--- src/rtl/popcount_accumulator.sv ---
// Streaming popcount reducer: popcounts each accepted word and emits one total per WORDS-word vector.
// Optional threshold compare (thresh / out_above) is enabled by defining POPCOUNT_ACC_THRESH_EN.

module popcount #(
  parameter int IN_SIZE  = 16,
  parameter int OUT_SIZE = 5
) (
  input  logic [IN_SIZE-1:0]  in_data,
  output logic [OUT_SIZE-1:0] count
);

  // NOTE: combinational outputs get a default before any conditional or loop update so no latch is inferred.
  always_comb begin
    count = '0;
    for (int i = 0; i < IN_SIZE; i++) begin
      count = count + OUT_SIZE'(in_data[i]);
    end
  end

endmodule

module popcount_accumulator #(
  parameter int IN_SIZE  = 16,
  parameter int OUT_SIZE = 5,
  parameter int WORDS    = 4,
  parameter int ACC_SIZE = 7
) (
  input  logic                clk,
  input  logic                rst,
  input  logic                in_valid,
  output logic                in_ready,
  input  logic [IN_SIZE-1:0]  in_data,
  output logic                out_valid,
  input  logic                out_ready,
  output logic [ACC_SIZE-1:0] out_count
`ifdef POPCOUNT_ACC_THRESH_EN
  ,
  input  logic [ACC_SIZE-1:0] thresh,
  output logic                out_above
`endif
);

  localparam logic [1:0] ACCUM  = 2'd0;
  localparam logic [1:0] FLUSH  = 2'd1;
  localparam logic [1:0] OUTPUT = 2'd2;

  localparam int              IDX_W    = (WORDS > 1) ? $clog2(WORDS) : 1;
  localparam logic [IDX_W-1:0] LAST_IDX = IDX_W'(WORDS - 1);

  logic [1:0]          state;
  logic [1:0]          state_next;
  logic [IDX_W-1:0]    idx;
  logic                pc_v;
  logic                pc_last;
  logic [ACC_SIZE-1:0] pc_q;
  logic [ACC_SIZE-1:0] acc;
  logic [ACC_SIZE-1:0] sum;
  logic [ACC_SIZE-1:0] count_q;
  logic [OUT_SIZE-1:0] word_count;
  logic                accept;
  logic                last_word;
`ifdef POPCOUNT_ACC_THRESH_EN
  logic                above_q;
`endif

  popcount #(
    .IN_SIZE  (IN_SIZE),
    .OUT_SIZE (OUT_SIZE)
  ) u_popcount (
    .in_data (in_data),
    .count   (word_count)
  );

  // Handshake outputs are gated by rst so they read idle during the whole reset window.
  assign in_ready  = !rst && ((state == ACCUM) || ((state == OUTPUT) && out_ready));
  assign out_valid = !rst && (state == OUTPUT);
  assign out_count = rst ? '0 : count_q;
`ifdef POPCOUNT_ACC_THRESH_EN
  assign out_above = !rst && above_q;
`endif

  assign accept    = in_valid && in_ready;
  assign last_word = (idx == LAST_IDX);
  assign sum       = acc + pc_q;

  always_comb begin
    state_next = state;
    case (state)
      ACCUM:   if (accept && last_word) state_next = FLUSH;
      FLUSH:   state_next = OUTPUT;
      // With WORDS=1 the word taken on the handoff cycle completes a vector immediately.
      OUTPUT:  if (out_ready) state_next = (accept && last_word) ? FLUSH : ACCUM;
      default: state_next = ACCUM;
    endcase
  end

  // NOTE: all state registers use non-blocking assignments so every update sees pre-edge values.
  always_ff @(posedge clk) begin
    if (rst) begin
      state   <= ACCUM;
      idx     <= '0;
      pc_v    <= 1'b0;
      pc_last <= 1'b0;
      pc_q    <= '0;
      acc     <= '0;
      count_q <= '0;
`ifdef POPCOUNT_ACC_THRESH_EN
      above_q <= 1'b0;
`endif
    end else begin
      state <= state_next;
      pc_v  <= accept;
      if (accept) begin
        pc_q    <= ACC_SIZE'(word_count);
        pc_last <= last_word;
        idx     <= last_word ? '0 : idx + 1'b1;
      end
      if (pc_v) begin
        acc <= pc_last ? '0 : sum;
      end
      if (state == FLUSH) begin
        count_q <= sum;
`ifdef POPCOUNT_ACC_THRESH_EN
        above_q <= (sum >= thresh);
`endif
      end
    end
  end

endmodule

--- config.mk ---
export PLATFORM = sky130hd
export DESIGN_NAME = popcount_accumulator
export DESIGN_NICKNAME = d
export VERILOG_FILES = /design/src/rtl/popcount_accumulator.sv
export SDC_FILE = /design/constraint.sdc
export NUM_CORES = 1
export LEC_CHECK = 0
export CELL_PAD_IN_SITES_DETAIL_PLACEMENT = 1
export CELL_PAD_IN_SITES_GLOBAL_PLACEMENT = 1
export CORE_UTILIZATION = 40
export DETAILED_ROUTE_END_ITERATION = 10
export GPL_TIMING_DRIVEN = 0
export HOLD_SLACK_MARGIN = 0.03
export PLACE_DENSITY = 0.89
export SYNTH_ARGS = -nofsm -noshare
export SYNTH_HDL_FRONTEND = slang
export SYNTH_SLANG_ARGS = --single-unit
--- constraint.sdc ---
create_clock -name clk -period 5.9 [get_ports clk]
set_clock_uncertainty 0.2 [all_clocks]
set_input_delay 1.18 -clock clk [delete_from_list [all_inputs] [get_ports clk]]
set_output_delay 1.18 -clock clk [all_outputs]
set_load 0.02 [all_outputs]
# Word-level counts from Yosys, hierarchy flattened
# Index checks and enable logic that the tools add are counted.
totals:
  input_bits: 20
  elab_cells: 45
  out_inout_bits: 9
  regBits: 25
classes:
  reduce_logical: 9
  n_addsub: 17
  n_eq_ne: 5
  mux: 7
ops:
  columns: ["op", "n"]
  rows:
  - ["5-bit by 1-bit adder with 5-bit output", 14]
  - ["7-bit 2-to-1 mux", 2]
  - ["7-bit by 5-bit adder with 7-bit output", 1]
  - ["2-bit 2-to-1 mux", 3]
  - ["2-bit one-hot mux with 3 select lines", 1]
  - ["1-bit logical AND", 5]
  - ["2-bit == test (second input constant)", 2]
  - ["1-bit by 1-bit adder with 2-bit output", 1]
  - ["2-bit by 1-bit adder with 2-bit output (second input constant)", 1]
  - ["2-bit by 1-bit == test with 1-bit output (second input constant)", 1]
  - ["2-bit logical NOT", 1]
  - ["2-bit by 1-bit != test with 1-bit output (second input constant)", 1]
  - ["2-bit != test (second input constant)", 1]
  - ["2-bit AND reduction", 1]
  - ["1-bit logical NOT", 1]
  - ["1-bit logical OR", 1]
  - ["1-bit 2-to-1 mux", 1]

# Logic depth before layout (Yosys ltp)
depth:
  depth_word: 15
  depth_mapped: 14
  depth_no_buf: 14

# Modules after synthesis
# From an unflattened synthesis, not the netlist that was laid out.
unflattened:
  cells_unflattened: 178
  hier_area_um2: 1624.1
by_module_without_submodules:
  columns: ["module", "cells_per_inst", "instances", "area_each_um2"]
  rows:
  - ["popcount_accumulator", 131, 1, 1216.2]
  - ["popcount", 47, 1, 407.9]

# Worst setup path before layout
# OpenSTA, ideal clock, no wires.
synth_timing:
  kind: "input port to flip-flop"
  startpoint: "input in_data[0]"
  endpoint: "register pc_q[3]"
  required_time_ns: 5.584
  t_arrival_ns: 4.542
  setup_time_ns: 0.116
  path_stages: 12
  path_slack_ns: 1.042
  cell_sequence: "ha_1 inv_1 fa_1 fa_1 fa_1 fa_1 inv_1 ha_1 nor2b_1 o21a_1 or3_1 a31o_2"
synth_between:
  elab_chain_len: 15
synth_lines:
  columns: ["item", "line", "source"]
  rows:
  - ["start: declaration", "32", "input logic [IN_SIZE-1:0] in_data,"]
  - ["1-bit by 1-bit adder with 2-bit output", "16", "count = count + OUT_SIZE'(in_data[i]);"]
  - ["5-bit by 1-bit adder with 5-bit output (14 in series)", "16", null]
  - ["end signal: assignment", "114", "pc_q <= ACC_SIZE'(word_count);"]
  - ["end: declaration", "55", "logic [ACC_SIZE-1:0] pc_q;"]
# No other way between the ends.
# A chain may end at the register's enable or synchronous reset.

# Worst setup path in the final report
# Ends and elaborated chain as after synthesis.

==> metrics.txt <==
highest fanout seen on the critical path=2; Top-Level Pins=29; Iter 0 DRT Violations=between 60 and 70; Nets=~250; leakage power=0.8939 nW; netlist area before placement=~1600 sq um; clock-pin slew on the worst setup and hold paths=roughly 0.080 ns; Crit Path Category=input pin to flip-flop; pin count of the biggest net entering global routing=14; EDFF count, synth=0; number of remaining DRC errors=0; Vias per Instance=5.047; WL per Instance=about 14 um; number of global-route vias before repair=~1400; fraction of registers with async set or reset after synthesis=0%; number of hold-repair buffers added at the cts stage=0; CTS tree=done; global-route wire length before repair=6327 um; CTS H-Tree Depth=1; flop and latch count out of synthesis=25; share of synthesized area occupied by flip-flops and latches=between 30% and 40%; headroom to the max-slew limit=roughly two thirds; fraction of the mapped netlist area in adder cells=21.75%; final critical delay including setup and external delays=around 5.2 ns; number of buffers added by the clock tree synthesis step=3; top cell type's share of synthesized area=30.42%; proportion of layout cells with a drive suffix above 1=about 8.3%; unrepaired setup endpoints after global routing=false; data arrival time of the critical path=between 5 and 6 ns; synth top area cells=sky130_fd_sc_hd__dfxtp_1, sky130_fd_sc_hd__fa_1, sky130_fd_sc_hd__ha_1; Clock Latency Late Sink=roughly 0.26 ns; simple logic cell fraction of the synthesized area=a little under a fifth; final count of negative-setup-slack endpoints=0; Post-Route Setup TNS=0 ns; Starting Density=43.31%; number of clock sinks=25; Fmax achieved=around 190 MHz; Worst Tran Pin Value=0.5271 ns; number of placement rows=22; multiplexer share of the synthesized area=roughly 2.4%; DIE AREA=about 4400 sq um; Filler cells=445; Cell variety after synth=between 40 and 50; placeable core region=approximately 3800 sq um; total of cells resized after clock tree synthesis=0; CP Capture Type=flip-flop; count of input and output buffers=28; required time at the worst-slack endpoint=a little under 6 ns; peak ir drop on the vdd network=0.09776 mV; Die H=66.14 um; power density of the placed cells=about 240 nW/um^2; total power=around 0.5 mW; post-route core utilization=around 53%; initial antenna violation count=0; sum of net half-perimeters after detailed placement=2919 um; number of endpoints with negative hold slack in the final report=0; total vias in the final route=about 1300; overflow left after global routing=0; final slew viol count=0; Avg Cell Area, Syn=9.456 sq um; largest family of logic cells by synthesized area=adder cells; synthesis-to-finish area growth=23.42%; antenna diode count=0; status=finished clean; max-cap viol count=0; Max clock buf depth=2; cell taking the most area after synthesis=sky130_fd_sc_hd__dfxtp_1; fin crit share=a little under 90%; library cell used as clock root buffer=sky130_fd_sc_hd__clkbuf_8; number of instances in the synthesized netlist=174; area share of xor/xnor cells in the synthesized design=under 10%; post-CTS setup buffer count=0; Worst Setup Start Kind=input pin; number of optimization iterations in the first detailed-route pass=4; final RePlAce weighted congestion=around 0.80; horizontal die dimension=about 66 um; kind of path behind the tightest hold check=flip-flop to flip-flop; antenna viol nets, final=0; Ys Warns=0; Post-Syn Nets=approximately 220; ys flop type=sky130_fd_sc_hd__dfxtp_1; total routing resource utilization after global routing=a little under a fifth; synthesized-area fraction occupied by ao, oa, aoi and oai cells=between 10% and 20%; routed wire length=between 3000 and 4000 um
[critical path, cell delays in order]
cell,delay (ns)
sky130_fd_sc_hd__clkdlybuf4s50_1,0.41
sky130_fd_sc_hd__ha_1,0.29
sky130_fd_sc_hd__inv_1,0.07
sky130_fd_sc_hd__fa_1,0.43
sky130_fd_sc_hd__fa_1,0.43
sky130_fd_sc_hd__fa_1,0.50
sky130_fd_sc_hd__fa_1,0.60
sky130_fd_sc_hd__inv_1,0.07
sky130_fd_sc_hd__ha_1,0.28
sky130_fd_sc_hd__nor2b_1,0.14
sky130_fd_sc_hd__o21a_1,0.19
sky130_fd_sc_hd__or3_1,0.32
sky130_fd_sc_hd__a31o_2,0.23
[synth_stat cells (all sizes together), types with 2 or more instances]
master / count
inv: 26
dfxtp: 25
nor2b: 16
fa: 11
ha: 11
nor2: 11
a21oi: 7
buf: 6
nand2: 6
nor3: 6
a211oi: 5
and3: 4
mux2i: 4
nand2b: 4
xnor2: 4
a21o: 3
nor3b: 3
o41ai: 3
a221o: 2
and2: 2
o21ai: 2
[stage by stage]
stage / hold slack [ns] / std cells / setup WS (ns) / area (sq um)
after global placement: 0.2395 / 250 / 0.5178 / 1986
after global routing: 0.3125 / 254 / 0.6146 / 2031
after CTS: 0.2757 / 254 / 0.6930 / 2031
after detailed placement: 0.2639 / 250 / 0.4261 / 1986
final: 0.2664 / 254 / 0.7378 / 2031
after floorplan: 0.2318 / 174 / 1.042 / 1645
[power by group]
group / internal [mW] / switching, mW
registers: 0.179 / 0.00884
logic: 0.0995 / 0.102
clock network: 0.0482 / 0.0520
[layout make-up]
class                      instances  area (sq um)  area share [%]
buffer                             6         33.78           1.664
clock buffer                       4         45.04           2.218
inverter                          26         97.59           4.806
multi-input combinational        117          1013           49.91
sequential                        25         500.5           24.65
tap                               48         60.06           2.957
timing repair buffer              28         280.3           13.80
[routing by layer]
layer / routed length [um] / GRT usage, % / vias to the layer above
li1: - / - / 655
met1: 1566 / 22.49 / 609
met2: 1955 / 35.97 / 14
met3: 58 / 2.586 / 4
met4: 35 / 4.787 / 0
met5: 0 / 0 / -
[cells in the final DEF (no fill, tap or decap), drive strengths merged, types with 3 or more instances in the layout]
cell type and n:
a211oi 5, a21o 3, a21oi 7, and3 4
buf 6, clkbuf 4, clkdlybuf4s50 28, dfxtp 25
fa 11, ha 11, inv 26, mux2i 4
nand2 6, nand2b 4, nor2 11, nor2b 16
nor3 6, nor3b 3, o41ai 3, xnor2 4
[final timing paths]
kind / cells past startpoint / startpoint / endpoint / slack [ns]
max reg2reg: 6 / pc_q[0]$_SDFFE_PP0P_ / count_q[6]$_SDFFE_PP0N_ / 3.74
max: 13 / in_data[0] / pc_q[3]$_SDFFE_PP0P_ / 0.74
min reg2reg: 2 / count_q[1]$_SDFFE_PP0N_ / count_q[1]$_SDFFE_PP0N_ / 0.27
min: 2 / count_q[1]$_SDFFE_PP0N_ / count_q[1]$_SDFFE_PP0N_ / 0.27
[cell families after synthesis]
| family | Yosys count |
|---|---|
| buf+inv | 32 |
| xor+xnor | 4 |
| mux | 4 |
| compound gates | 32 |
| fa+ha+maj | 22 |
| flops | 25 |
| simple gates | 55 |
[registers in the layout, summed over array words and instances (netlist names)]
name and count:
state 2, count_q 7, idx 2, pc_q 5, pc_last 1, pc_v 1
acc 7
(Power assumes the default switching activity.)
